==> config.mk <==
export PLATFORM = sky130hd
export DESIGN_NAME = dog_stack
export DESIGN_NICKNAME = d
export VERILOG_FILES = /design/src/rtl/dog_stack.sv
export SDC_FILE = /design/constraint.sdc
export NUM_CORES = 1
export LEC_CHECK = 0
export ABC_AREA = 1
export CORE_MARGIN = 4
export CORE_UTILIZATION = 48
export CTS_CLUSTER_SIZE = 40
export DETAILED_ROUTE_END_ITERATION = 7
export PLACE_DENSITY = 0.82
export RECOVER_POWER = 100
export SLEW_MARGIN = 25
export SYNTH_ARGS = -nofsm -noshare
export SYNTH_HDL_FRONTEND = slang
export SYNTH_SLANG_ARGS = --single-unit
==> constraint.sdc <==
create_clock -name clk -period 6.6 [get_ports clk]
set_input_delay 1.32 -clock clk [delete_from_list [all_inputs] [get_ports clk]]
set_output_delay 1.32 -clock clk [all_outputs]
set_load 0.02 [all_outputs]
==> src/rtl/dog_stack.sv <==
// Difference-of-Gaussian stack: streams one octave of blurred images at one pixel
// per cycle and writes all NUM_SCALES-1 DoG layers plus per-layer peak |DoG|.

module dog_stack_lane #(
  parameter int PW = 8
) (
  input  logic          clk,
  input  logic          rst,
  input  logic [PW-1:0] i_fine,
  input  logic [PW-1:0] i_coarse,
  input  logic          i_cap,
  input  logic          i_upd,
  input  logic          i_clr,
  output logic [PW:0]   o_dog,
  output logic [PW-1:0] o_peak
);
  logic [PW:0]   r_dog;
  logic [PW-1:0] r_peak;
  logic [PW:0]   w_mag;
  logic [PW-1:0] w_abs;

  always_ff @(posedge clk or posedge rst) begin
    if (rst)        r_dog <= '0;
    else if (i_cap) r_dog <= {1'b0, i_coarse} - {1'b0, i_fine};
  end

  // Only -2^PW could overflow the magnitude; clamp it defensively.
  always_comb begin
    w_mag = r_dog[PW] ? -r_dog : r_dog;
    w_abs = w_mag[PW] ? '1 : w_mag[PW-1:0];
  end

  always_ff @(posedge clk or posedge rst) begin
    if (rst)                          r_peak <= '0;
    else if (i_clr)                   r_peak <= '0;
    else if (i_upd && w_abs > r_peak) r_peak <= w_abs;
  end

  assign o_dog  = r_dog;
  assign o_peak = r_peak;
endmodule

module dog_stack #(
  parameter int DIMENSION    = 64,
  parameter int PIX_WIDTH    = 8,
  parameter int NUM_SCALES   = 4,
  parameter int BRAM_LATENCY = 2,
  parameter int ADDR_WIDTH   = $clog2(DIMENSION*DIMENSION)
) (
  input  logic                                      clk,
  input  logic                                      rst_in,
  input  logic                                      start,
  input  logic [NUM_SCALES*PIX_WIDTH-1:0]           blur_pix,
  output logic [ADDR_WIDTH-1:0]                     read_addr,
  output logic [ADDR_WIDTH-1:0]                     write_addr,
  output logic [(NUM_SCALES-1)*(PIX_WIDTH+1)-1:0]   dog_out,
  output logic                                      wea,
  output logic                                      busy,
  output logic                                      done,
  output logic [(NUM_SCALES-1)*PIX_WIDTH-1:0]       peak_abs,
  output logic [1:0]                                state_num
);
  localparam int L    = NUM_SCALES - 1;
  localparam int DW   = PIX_WIDTH + 1;
  localparam int NPIX = DIMENSION * DIMENSION;
  localparam logic [ADDR_WIDTH-1:0] LAST = ADDR_WIDTH'(NPIX - 1);

  typedef enum logic [1:0] {IDLE = 2'd0, READ = 2'd1, DRAIN = 2'd2, DONE = 2'd3} state_t;

  state_t                                   r_state, w_next;
  logic                                     w_accept, w_issue;
  logic [ADDR_WIDTH-1:0]                    r_read_addr;
  logic [BRAM_LATENCY:0]                    r_vld_pipe;
  logic [BRAM_LATENCY:0][ADDR_WIDTH-1:0]    r_addr_pipe;

  always_ff @(posedge clk or posedge rst_in) begin
    if (rst_in) r_state <= IDLE;
    else        r_state <= w_next;
  end

  always_comb begin
    w_next   = r_state;
    w_accept = 1'b0;
    case (r_state)
      IDLE:  if (start) begin w_next = READ; w_accept = 1'b1; end
      READ:  if (r_read_addr == LAST) w_next = DRAIN;
      DRAIN: if (wea && write_addr == LAST) w_next = DONE;
      DONE:  w_next = IDLE;
      default: w_next = IDLE;
    endcase
  end

  assign w_issue = (r_state == READ);

  // Address saturates at LAST and is held outside READ.
  always_ff @(posedge clk or posedge rst_in) begin
    if (rst_in)                              r_read_addr <= '0;
    else if (w_accept)                       r_read_addr <= '0;
    else if (w_issue && r_read_addr != LAST) r_read_addr <= r_read_addr + ADDR_WIDTH'(1);
  end

  // Stage BRAM_LATENCY-1 lines up with valid blur data; the tail drives the write.
  always_ff @(posedge clk or posedge rst_in) begin
    if (rst_in) begin
      r_vld_pipe  <= '0;
      r_addr_pipe <= '0;
    end else begin
      r_vld_pipe  <= {r_vld_pipe[BRAM_LATENCY-1:0], w_issue};
      r_addr_pipe <= {r_addr_pipe[BRAM_LATENCY-1:0], r_read_addr};
    end
  end

  for (genvar k = 0; k < L; k++) begin : g_lane
    dog_stack_lane #(.PW(PIX_WIDTH)) u_lane (
      .clk      (clk),
      .rst      (rst_in),
      .i_fine   (blur_pix[k*PIX_WIDTH +: PIX_WIDTH]),
      .i_coarse (blur_pix[(k+1)*PIX_WIDTH +: PIX_WIDTH]),
      .i_cap    (r_vld_pipe[BRAM_LATENCY-1]),
      .i_upd    (r_vld_pipe[BRAM_LATENCY]),
      .i_clr    (w_accept),
      .o_dog    (dog_out[k*DW +: DW]),
      .o_peak   (peak_abs[k*PIX_WIDTH +: PIX_WIDTH])
    );
  end

  assign read_addr  = r_read_addr;
  assign write_addr = r_addr_pipe[BRAM_LATENCY];
  assign wea        = r_vld_pipe[BRAM_LATENCY];
  assign busy       = (r_state == READ) || (r_state == DRAIN);
  assign done       = (r_state == DONE);
  assign state_num  = r_state;
endmodule

Word level (Yosys, flattened, before mapping)
Cells that the tools add are included.
{"block": "totals", "elab_cells": 63, "inputBits": 35, "out_inout_bits": 80, "regBits": 104}
{"block": "op_classes", "muxes": 20, "n_eq_ne": 9, "order_cmp": 3, "n_addsub": 7, "reduce_logical": 12}
{"operator": "2-to-1 mux 8 bit", "n": 9}
{"operator": "2-to-1 mux 9 bit", "n": 3}
{"operator": "negation 9 bit", "n": 3}
{"operator": "subtractor 8 x 8 -> 9 bit", "n": 3}
{"operator": "== test 12 bit (second input constant)", "n": 2}
{"operator": "greater-than comparator 8 bit", "n": 3}
{"operator": "2-to-1 mux 12 bit", "n": 2}
{"operator": "adder 12 x 1 -> 12 bit (second input constant)", "n": 1}
{"operator": "!= test 12 bit (second input constant)", "n": 1}
{"operator": "case mux 2 bit (4 select lines)", "n": 1}
{"operator": "nonzero test 2 bit", "n": 4}
{"operator": "2-to-1 mux 2 bit", "n": 3}
{"operator": "logical AND 1 bit", "n": 5}
{"operator": "== test 2 bit (second input constant)", "n": 2}
{"operator": "!= test 2 bit (second input constant)", "n": 2}
{"operator": "AND reduction 3 bit", "n": 1}
{"operator": "== test 2 x 1 -> 1 bit (second input constant)", "n": 1}
{"operator": "logical NOT 2 bit", "n": 1}
{"operator": "2-to-1 mux 1 bit", "n": 2}
{"operator": "!= test 2 x 1 -> 1 bit (second input constant)", "n": 1}
{"operator": "logical OR 1 bit", "n": 1}

Logic depth before layout (Yosys ltp)
Gate-level depths: netlist of run 1.
{"block": "logic_depth", "depth_word": 7, "mapped_depth": 19}

By module
From an unflattened synthesis of run 1, not the netlist that was laid out.
{"block": "hier_totals", "cells_unflattened": 846, "area_unflattened_um2": 6717.7}
{"mod": "dog_stack", "seq_area_each_um2": 1326.3, "n_inst": 1, "cells_each": 194, "area_each_um2": 2077.0}
{"mod": "dog_stack_lane at g_lane[2].u_lane", "seq_area_each_um2": 425.4, "n_inst": 1, "cells_each": 219, "area_each_um2": 1569.0}
{"mod": "dog_stack_lane at g_lane[1].u_lane", "seq_area_each_um2": 425.4, "n_inst": 1, "cells_each": 217, "area_each_um2": 1540.2}
{"mod": "dog_stack_lane at g_lane[0].u_lane", "seq_area_each_um2": 425.4, "n_inst": 1, "cells_each": 216, "area_each_um2": 1531.5}

Worst setup path after synthesis of run 1
No wires, ideal clock.
{"block": "synth_path", "path_kind": "in2reg", "from": "input blur_pix[24]", "to": "register g_lane[2].u_lane.r_dog[6]", "arrival_ns": 2.542, "path_stages": 9, "n_path_buf": 0, "required_ns": 6.465, "path_slack_ns": 3.922, "path_cell_list": "inv_1 ha_1 fa_1 o21ai_0 nand2_1 nand2_1 nand2_1 nand3_1 o21ai_0"}
{"block": "synth_between", "elab_chain_len": 1}
{"item": "from (decl)", "line": "53", "text": "input logic [NUM_SCALES*PIX_WIDTH-1:0] blur_pix,"}
{"item": "subtractor 8 x 8 -> 9 bit", "line": "24", "text": "else if (i_cap) r_dog <= {1'b0, i_coarse} - {1'b0, i_fine};"}
{"item": "to (signal assigned)", "line": "24"}
{"item": "to (decl)", "line": "17", "text": "logic [PW:0] r_dog;"}
Every way passes these cells.
A chain may end at the register's enable or synchronous reset.

Final worst setup path of run 1
{"block": "layout_path", "from": "input start", "to": "register r_read_addr[10] (netlist: read_addr[10])"}
{"block": "layout_between", "elab_chain_len": 3, "elab_cells_between_ends": 4, "classes_between": "mux (3); reduce/logical (1)"}
{"item": "from (decl)", "line": "52", "text": "input logic start,"}
{"item": "2-to-1 mux 1 bit (*)", "line": "85", "text": "IDLE: if (start) begin w_next = READ; w_accept = 1'b1; end"}
{"item": "2-to-1 mux 1 bit (*)", "line": "84", "text": "case (r_state)"}
{"item": "2-to-1 mux 12 bit or nonzero test 2 bit (tied branches)"}
{"item": "to (signal assigned)", "line": "99", "text": "else if (w_issue && r_read_addr != LAST) r_read_addr <= r_read_addr + ADDR_WIDTH'(1);"}
{"item": "to (decl)", "line": "72", "text": "logic [ADDR_WIDTH-1:0] r_read_addr;"}
Every way passes the cells marked *; elsewhere a longest branch is shown, timed or not.

==> results of run 1 <==
layout by cell type (no fill, tap or decap), drive strengths merged:
cell type,n
o21a,6
or2,4
clkdlybuf4s50,27
nand3b,2
o21ai,40
nand2,239
nand4,13
a31oi,1
dfrtp,104
nor3,3
a21o,3
a21oi,28
ha,57
xnor2,5
xor2,12
inv,127
o22ai,2
clkinvlp,2
clkinv,3
dlygate4sd3,87
o21bai,2
nand3,96
nor2,66
clkbuf,10
fa,3
kinds of logic after synthesis:
kind of cell	after synthesis	synth area share [%]
fa+ha+maj	60	12.04
flops	104	40.51
simple gates	423	28.07
compound gates	82	6.934
xor+xnor	17	2.318
buf+inv	154	10.13
worst max-delay path by stage:
stage	start	endpoint	cells past startpoint	slack, ns
2_1_floorplan	rst_in	g_lane[0].u_lane.o_dog[0]$_DFFE_PP0P_	1	2.55
3_3_place_gp	blur_pix[16]	g_lane[1].u_lane.o_dog[6]$_DFFE_PP0P_	10	3.24
3_5_place_dp	blur_pix[8]	g_lane[0].u_lane.o_dog[6]$_DFFE_PP0P_	10	3.17
4_1_cts	state_num[0]$_DFFE_PP0P_	busy	3	3.42
5_1_grt	rst_in	g_lane[2].u_lane.o_dog[4]$_DFFE_PP0P_	3	1.90
6_report	start	read_addr[10]$_DFFE_PP0P_	5	2.49
critical path, delay by kind of cell:
family                 cells  cell delay (ns)
AND/OR/NAND/NOR            2             1.69
buffers and inverters      2             1.06
AO/OA/AOI/OAI              1             0.29
flip-flops by register name, indices dropped and copies added, names as in the netlist:
register              flops
r_addr_pipe              24
g_lane.u_lane.o_dog      27
write_addr               12
state_num                 2
r_vld_pipe                3
read_addr                12
g_lane.u_lane.o_peak     24
power by group through the flow:
stage	registers, W	logic, W	clock network, W
detailed placement	0.00111	0.00198	0
CTS	0.00110	0.00200	0.000570
global route	0.00114	0.00219	0.000599
finish	0.00110	0.00192	0.000555
global placement	0.00111	0.00192	0
floorplan	0.00119	0.00125	0
through the flow:
stage	util [%]	hold slack, ns	cell area (um2)
2_1_floorplan	-	0.3312	6424
3_3_place_gp	57.75	0.3311	7617
3_5_place_dp	57.75	0.3347	7617
4_1_cts	60.15	0.3527	7934
5_1_grt	60.02	0.3574	7916
6_report	60.02	0.3512	7916
metal layers:
layer	share of wire [%]	vias to the layer above	routed length, um	global-route usage, %
li1	-	2875	-	-
met1	47	2583	7039	28.85
met2	46	165	6952	32.44
met3	4.5	23	670	2.997
met4	2.1	0	316	7.612
met5	0	-	0	0
final cells by class:
| class | count | area (um2) |
|---|---|---|
| clock inverters | 7 | 91.34 |
| flip-flops and latches | 104 | 2603 |
| fillers | 1178 | 5274 |
| well taps | 176 | 220.2 |
| multi-input cells | 582 | 3159 |
| repair buffers | 115 | 1146 |
| inverters | 125 | 471.7 |
| clock buffers | 9 | 225.2 |
==> impl_metrics.py, run 1 <==
metrics = {
    "worst_hold_path": {
        "min_path_cells": 0,
        "hp-class": "register to register",
        "worstHoldStart": "r_addr_pipe[20]$_DFF_PP0_",
        "whs_endpoint": "write_addr[8]$_DFF_PP0_",
    },
    "setup_path": {
        "cpMostUsedCell": "nand2_1",
        "crit_chain": "dlygate4sd3_1 > nand2_1 > nand2_1 > clkinvlp_2 > o21ai_0",
        "path_max_fanout": 59,
        "cp-end-kind": "register",
        "cp_slowest_cell": "nand2_1",
        "reg2reg_to": "read_addr[10]$_DFFE_PP0P_",
        "max_stage_delay_ns": 1.06,
        "worst_setup_path_start_kind": "input port",
        "required_ns": 6.87,
        "ff2ff_path_depth": 6,
        "path_class": "input port to register",
        "r2r_slack_ns": 3.25,
        "arrival_ns": 4.38,
        "r2r-start": "state_num[0]$_DFFE_PP0P_",
    },
    "cts": {
        "cts_sinks": 104,
        "cts_tree": "yes",
        "clk_latency_ns": 0.36,
        "cts_resized": 0,
        "clkTransAtPathRegs_ns": 0.08,
        "cts_buffers": 9,
        "cts_hold_buf": 0,
        "post_cts_buffers": 0,
        "root_buffer": "clkbuf_16",
        "cts_buffer_depth": 2,
        "htree_levels": 3,
    },
    "power": {
        "p_clk_share_pct": 15.6,
        "pwr-share-seq_pct": 30.7,
        "irDropWorstVdd_mv": 0.2319,
        "p_per_area_mw_per_mm2": 451.1,
        "p_leak_nw": 4.258,
        "p_switching_w": 0.001704,
        "power.total_w": 0.003571,
        "swShare_pct": 47.72,
        "comb_power_share_pct": 53.7,
        "power.internal_w": 0.001867,
    },
    "floorplanning": {
        "coreArea_mm2": 0.01319,
        "fp.dieH_um": 123.7,
        "num_rows": 42,
        "pin_count": 115,
        "initial_core_util_pct": 48.70,
        "die_area_mm2": 0.01530,
        "fp.dieW_um": 123.7,
    },
    "synthesis": {
        "synth_largest_area_cell": "dfrtp_1",
        "yosysMostFrequentCell": "nand2_1",
        "syn_nets": 935,
        "synth.avg_cell_area_um2": 7.647,
        "synth_area_mm2": 0.006424,
        "ys_seq_area_share_pct": 40.51,
        "synthArstFlopShare_pct": 100.0,
        "synth_area_leaders": "dfrtp_1 41%, nand2_1 14%, ha_1 11%, nand3_1 7.4%, inv_1 7.2%",
        "synth_top_area_share_pct": 40.51,
        "yosysWarnings": 0,
        "ys.flop_type": "dfrtp_1",
        "ys_types": 36,
        "synth_cells": 840,
        "synth_common_cells": "235 x nand2_1, 123 x inv_1, 104 x dfrtp_1",
        "postSynthRegisterBits": 104,
        "synth-edff-count": 0,
    },
    "place": {
        "dp_hpwl_mm": 11.24,
        "gp_congestion": 0.9081,
        "dp_slack_ns": 3.170,
        "port-buffer-count": 114,
        "dp.cells": 1102,
    },
    "sta": {
        "setup_violations": 0,
        "period_needed_ns": 4.111,
        "final_max_slew_viol_count": 167,
        "finClkSkew_ns": 0.005568,
        "slew_headroom_pct": -26.26,
        "setup_slack_ns": 2.489,
        "max_clock_freq_ghz": 0.2432,
        "tns_ns": 0,
        "worstMarginPinSlew_ns": 1.889,
        "period_share_pct": 62.29,
        "hold_violations": 0,
        "rsz0062_at_grt": "no",
    },
    "outcome": {
        "status": "finished with violations",
        "violations": "max-capacitance violations, max-slew violations",
    },
    "detailed_routing": {
        "drtAntennaViolNets": 0,
        "firstDrtPassIters": 5,
        "drc": 0,
        "drt_iter0_drc": 386,
        "viasPerCell": 5.050,
        "num_vias": 5646,
        "wire_per_inst_um": 13.40,
        "totalWireLength_mm": 14.98,
    },
    "layout": {
        "n_antenna_cell": 0,
        "drive_gt1_share_pct": 3.185,
        "area_delta_synth_final_pct": 23.24,
        "stdcell_count": 1118,
        "nets": 1032,
    },
    "global_route": {
        "grt_pass1_wl_mm": 25.02,
        "grt_usage_pct": 20.59,
        "grt_overflow": 0,
        "antenna_found_initial": 0,
        "grt_max_degree": 69,
        "grt_pass1_vias": 5243,
    },
    "job": {
        "drv_cap": 3,
    },
}
(Power assumes the default switching activity.)
==> run 2, diff against run 1 <==
- clock period: 6.6 -> 4 ns (I/O delays scaled with it)
==> impl_metrics.py, run 2 (synthesis results as in run 1) <==
metrics = {
    "cts": {
        "htree_levels": 3,
        "clkTransAtPathRegs_ns": 0.08,
        "post_cts_buffers": 0,
        "cts_hold_buf": 0,
        "cts_buffers": 9,
        "cts_resized": 0,
        "cts_buffer_depth": 2,
        "root_buffer": "clkbuf_16",
        "clk_latency_ns": 0.36,
        "cts_tree": "yes",
        "cts_sinks": 104,
    },
    "global_route": {
        "antenna_found_initial": 0,
        "grt_overflow": 0,
        "grt_usage_pct": 20.62,
        "grt_pass1_vias": 5483,
        "grt_pass1_wl_mm": 25.36,
        "grt_max_degree": 92,
    },
    "detailed_routing": {
        "drtAntennaViolNets": 0,
        "drc": 0,
        "num_vias": 5608,
        "viasPerCell": 5.007,
        "wire_per_inst_um": 13.09,
        "totalWireLength_mm": 14.67,
        "firstDrtPassIters": 4,
        "drt_iter0_drc": 320,
    },
    "floorplanning": {
        "die_area_mm2": 0.01530,
        "initial_core_util_pct": 48.70,
        "num_rows": 42,
        "coreArea_mm2": 0.01319,
        "pin_count": 115,
        "fp.dieH_um": 123.7,
        "fp.dieW_um": 123.7,
    },
    "outcome": {
        "violations": "max-capacitance violations, max-slew violations",
        "status": "finished with violations",
    },
    "layout": {
        "nets": 1034,
        "n_antenna_cell": 0,
        "final_core_util_pct": 60.08,
        "num-fill-cells": 1161,
        "drive_gt1_share_pct": 3.072,
        "multi_input_area_mm2": 0.003153,
        "area_delta_synth_final_pct": 23.37,
        "ff_latch_area_mm2": 0.002603,
        "largest_register_ffs": 27,
        "final_cell_mix": "237 x nand2_1, 122 x inv_1, 104 x dfrtp_1",
        "final_area_mm2": 0.007925,
        "layout_commonest_cell": "nand2_1",
    },
    "power": {
        "p_switching_w": 0.002794,
        "p_clk_share_pct": 15.5,
        "p_per_area_mw_per_mm2": 740.6,
        "comb_power_share_pct": 53.7,
        "power.total_w": 0.005869,
        "p_leak_nw": 4.263,
        "power.internal_w": 0.003075,
        "swShare_pct": 47.61,
        "irDropWorstVdd_mv": 0.4383,
        "pwr-share-seq_pct": 30.8,
    },
    "sta": {
        "max_clock_freq_ghz": 0.3353,
        "setup_slack_ns": 1.018,
        "tns_ns": 0,
        "finClkSkew_ns": 0.009423,
        "final_max_slew_viol_count": 92,
        "slew_headroom_pct": -24.84,
        "hold_violations": 0,
        "rsz0062_at_grt": "no",
        "period_needed_ns": 2.982,
        "period_share_pct": 74.55,
        "setup_violations": 0,
        "worstMarginPinSlew_ns": 1.869,
    },
    "worst_hold_path": {
        "hp-class": "register to register",
    },
    "setup_path": {
        "cp_slowest_cell": "a21oi_1",
        "path_class": "register to register",
        "cpMostUsedCell": "nand3_1",
        "worst_setup_path_start_kind": "register",
        "max_stage_delay_ns": 0.52,
        "required_ns": 4.29,
        "arrival_ns": 3.27,
        "path_max_fanout": 8,
        "cp-end-kind": "register",
        "crit_chain": "inv_1 > ha_1 > nand3_1 > or2_0 > nand3_1 > ha_1 > nand2_1 > nor2_1 > a21oi_1 > inv_1 > a21oi_1 > nand3_1 > nand2_1",
    },
    "place": {
        "gp_congestion": 0.9139,
        "place_area_mm2": 0.007635,
        "dp_slack_ns": 1.125,
        "dp_hpwl_mm": 11.13,
        "port-buffer-count": 114,
    },
    "job": {
        "drv_cap": 1,
    },
}
[run 2: cell count changes in the layout (fill, tap and decap cells not counted), sizes merged]
cell | previous run | this run
buf | 0 | 1
clkbuf | 10 | 11
inv | 127 | 126
clkinv | 3 | 4
[run 2: metrics by stage]
stage	instances	hold slack [ns]
floorplan	840	0.3312
global placement	1104	0.3311
CTS	1120	0.3527
global route	1120	0.3583
detailed placement	1104	0.3347
finish	1120	0.3508
[run 2: layout make-up]
| cell class | instances | share of cell area [%] |
|---|---|---|
| Clock buffer | 9 | 2.842 |
| Clock inverter | 7 | 1.184 |
| Inverter | 125 | 5.984 |
| Multi-Input combinational cell | 582 | 39.79 |
| Sequential cell | 104 | 32.84 |
| Tap cell | 176 | 2.779 |
| Timing Repair Buffer | 117 | 14.59 |
[run 2: per-layer routing]
layer	vias to the layer above	global-route usage [%]	share of wire, %
li1	2867	-	-
met1	2558	27.96	47
met2	152	33.15	46
met3	31	3.361	4.9
met4	0	7.958	2.5
met5	-	0	0
[run 2: critical path, delay by kind of cell, from the launching register on]
family          cells  cell delay (ns)
simple gates        7             1.10
compound gates      2             0.69
fa+ha+maj           2             0.57
flops               1             0.40
buf+inv             2             0.16
[run 2: path summary, 6_finish.rpt]
kind,from,end,slack (ns),cells past startpoint
setup / recovery,g_lane[1].u_lane.o_dog[0]$_DFFE_PP0P_,g_lane[1].u_lane.o_peak[5]$_DFFE_PP0P_,1.02,13
hold / removal,r_addr_pipe[14]$_DFF_PP0_,write_addr[2]$_DFF_PP0_,0.35,0
setup reg to reg,g_lane[1].u_lane.o_dog[0]$_DFFE_PP0P_,g_lane[1].u_lane.o_peak[5]$_DFFE_PP0P_,1.02,13
hold reg to reg,r_addr_pipe[14]$_DFF_PP0_,write_addr[2]$_DFF_PP0_,0.35,0
max in group asynchronous,rst_in,g_lane[2].u_lane.o_dog[7]$_DFFE_PP0P_,1.40,3
min in group asynchronous,rst_in,state_num[1]$_DFFE_PP0P_,1.47,2
[run 2: power groups by stage]
stage / registers (W) / logic [W] / clock network, W
global route: 0.00187 / 0.00363 / 0.000981
floorplan: 0.00196 / 0.00206 / 0
detailed placement: 0.00183 / 0.00326 / 0
CTS: 0.00182 / 0.00329 / 0.000936
finish: 0.00181 / 0.00315 / 0.000910
global placement: 0.00183 / 0.00318 / 0
==> run 3, diff against run 2 <==
- PLACE_DENSITY: 0.82 -> 0.85
- clock period: 4 -> 2.5 ns (I/O delays scaled with it)
==> impl_metrics.py, run 3 (synthesis results as in run 1) <==
metrics = {
    "outcome": {
        "status": "complete, no violations",
    },
    "setup_path": {
        "r2r_slack_ns": 0.11,
        "arrival_ns": 2.68,
        "r2r-start": "g_lane[1].u_lane.o_dog[1]$_DFFE_PP0P_",
        "worst_setup_path_start_kind": "register",
        "required_ns": 2.79,
        "ff2ff_path_depth": 14,
        "crit_chain": "inv_2 > ha_2 > nand3_1 > or2_4 > nand3_1 > ha_1 > nand2_1 > nor2_1 > a21oi_2 > inv_1 > a21oi_2 > buf_6 > nand3_1 > nand2_1",
        "cp_num_buf_inv": 3,
        "max_stage_delay_ns": 0.43,
        "startpoint": "g_lane[1].u_lane.o_dog[1]$_DFFE_PP0P_",
        "cpMostUsedCell": "nand3_1",
        "cp-end-kind": "register",
        "critPathTopFamily": "simple AND/OR/NAND/NOR gates",
        "reg2reg_to": "g_lane[1].u_lane.o_peak[2]$_DFFE_PP0P_",
        "cp_slowest_cell": "dfrtp_1",
        "crit_cells": 14,
        "path_class": "register to register",
        "path_max_fanout": 7,
    },
    "sta": {
        "holdWs_ns": 0.3518,
        "max_clock_freq_ghz": 0.4191,
        "final_max_slew_viol_count": 0,
        "period_share_pct": 95.45,
        "slew_headroom_pct": 6.882,
        "worstMarginPinSlew_ns": 1.397,
        "hold_violations": 0,
        "setup_slack_ns": 0.1138,
        "period_needed_ns": 2.386,
        "finClkSkew_ns": 0.009429,
        "setup_violations": 0,
        "tns_ns": 0,
    },
    "cts": {
        "root_buffer": "clkbuf_16",
        "clk_latency_ns": 0.36,
        "cts_buffers": 9,
        "clkTransAtPathRegs_ns": 0.08,
        "cts_hold_buf": 0,
        "cts_tree": "yes",
        "htree_levels": 3,
        "cts_sinks": 104,
        "cts_buffer_depth": 2,
    },
    "power": {
        "irDropWorstVdd_mv": 0.7603,
        "p_clk_share_pct": 14.4,
        "p_per_area_mw_per_mm2": 1236,
        "comb_power_share_pct": 58.5,
        "power.internal_w": 0.005353,
        "pwr-share-seq_pct": 27.0,
        "swShare_pct": 47.20,
        "p_leak_nw": 4.318,
        "p_switching_w": 0.004786,
    },
    "layout": {
        "area_delta_synth_final_pct": 27.72,
        "drive_gt1_share_pct": 8.342,
        "final_cell_mix": "231 x nand2_1, 118 x inv_1, 103 x dfrtp_1",
        "num-fill-cells": 1098,
        "largest_register_ffs": 27,
        "layout_commonest_cell": "nand2_1",
        "ff_latch_area_mm2": 0.002604,
        "stdcell_count": 1147,
        "n_antenna_cell": 0,
        "multi_input_area_mm2": 0.003223,
        "nets": 1061,
    },
    "detailed_routing": {
        "drc": 0,
        "viasPerCell": 5.141,
        "firstDrtPassIters": 6,
        "num_vias": 5897,
        "wire_per_inst_um": 13.95,
        "drt_iter0_drc": 360,
        "drtAntennaViolNets": 0,
        "totalWireLength_mm": 16.00,
    },
    "worst_hold_path": {
        "min_path_cells": 0,
        "whs_endpoint": "write_addr[2]$_DFF_PP0_",
        "hp-class": "register to register",
        "worstHoldStart": "r_addr_pipe[14]$_DFF_PP0_",
    },
    "place": {
        "dp.cells": 1127,
        "gp_congestion": 0.9292,
        "dp_slack_ns": 0.02569,
        "port-buffer-count": 114,
        "dp_hpwl_mm": 11.93,
    },
    "global_route": {
        "grt_pass1_vias": 5665,
        "grt_usage_pct": 21.71,
        "grt_max_degree": 105,
        "antenna_found_initial": 0,
        "grt_pass1_wl_mm": 26.71,
        "grt_overflow": 0,
    },
    "floorplanning": {
        "coreArea_mm2": 0.01319,
        "pin_count": 115,
        "die_area_mm2": 0.01530,
        "fp.dieH_um": 123.7,
        "num_rows": 42,
        "fp.dieW_um": 123.7,
        "initial_core_util_pct": 48.70,
    },
    "job": {
        "drv_cap": 0,
    },
}
## run 3: cell count changes in the layout (fill, tap and decap cells not counted), moves of 3 or more
cell	change
dlygate4sd3_1	-50
a21oi_1	-4
nand3_2	+3
nor2_2	+4
inv_1	-4
nor2_1	-5
buf_4	+26
clkdlybuf4s50_1	+50
inv_2	+4
nand2_1	-6
nand2_2	+4
a21oi_2	+4
nand3_1	-3
## run 3: cell type report
class	count	share of cell area [%]
Timing Repair Buffer	144	16.65
Sequential cell	104	31.74
Tap cell	176	2.684
Inverter	125	5.780
Multi-Input combinational cell	582	39.29
Clock buffer	9	2.745
Clock inverter	7	1.113
## run 3: through the flow
stage,util (%),power (W),cell area (um2)
6_report,62.20,0.01014,8204
5_1_grt,62.20,0.01105,8204
4_1_cts,61.71,0.01002,8140
3_5_place_dp,59.28,0.008480,7819
3_3_place_gp,59.28,0.008278,7819
2_1_floorplan,-,0.006425,6427
## run 3: repair_timing
item	4_1_cts	5_1_grt
resized for setup	2	25
cloned	0	0
endpoints found under the setup margin	8	24
pin swaps	0	4
setup buffers	0	4
## run 3: power by group through the flow
| stage | clock network, W | logic [W] | registers [W] |
|---|---|---|---|
| after floorplan | 0 | 0.00330 | 0.00313 |
| after global placement | 0 | 0.00554 | 0.00274 |
| after detailed placement | 0 | 0.00572 | 0.00276 |
| after CTS | 0.00149 | 0.00580 | 0.00273 |
| after global routing | 0.00157 | 0.00666 | 0.00281 |
| final | 0.00146 | 0.00593 | 0.00274 |
## run 3: worst reg2reg max path, delay by kind of cell, from the launching register on
kind | cells | cell delay, ns
flip-flops | 1 | 0.43
AO/OA/AOI/OAI | 2 | 0.30
buffers and inverters | 3 | 0.31
adder cells (fa/ha/maj) | 2 | 0.46
AND/OR/NAND/NOR | 7 | 0.82
## run 3: how the worst max path moves through the flow
stage | end | slack [ns]
after floorplan | g_lane[1].u_lane.o_peak[0]$_DFFE_PP0P_ | 0.07
after global placement | g_lane[0].u_lane.o_dog[4]$_DFFE_PP0P_ | 0.07
after detailed placement | g_lane[1].u_lane.o_peak[2]$_DFFE_PP0P_ | 0.03
after CTS | g_lane[1].u_lane.o_peak[2]$_DFFE_PP0P_ | 0.005
after global routing | g_lane[1].u_lane.o_peak[0]$_DFFE_PP0P_ | -0.007
final | g_lane[1].u_lane.o_peak[2]$_DFFE_PP0P_ | 0.11
## run 3: metal layers
layer	vias up	track usage [%]	wire length [um]
met5	-	0	0
met4	0	6.713	366
met3	30	3.497	762
met2	191	36.06	7643
met1	2758	29.16	7225
li1	2918	-	-
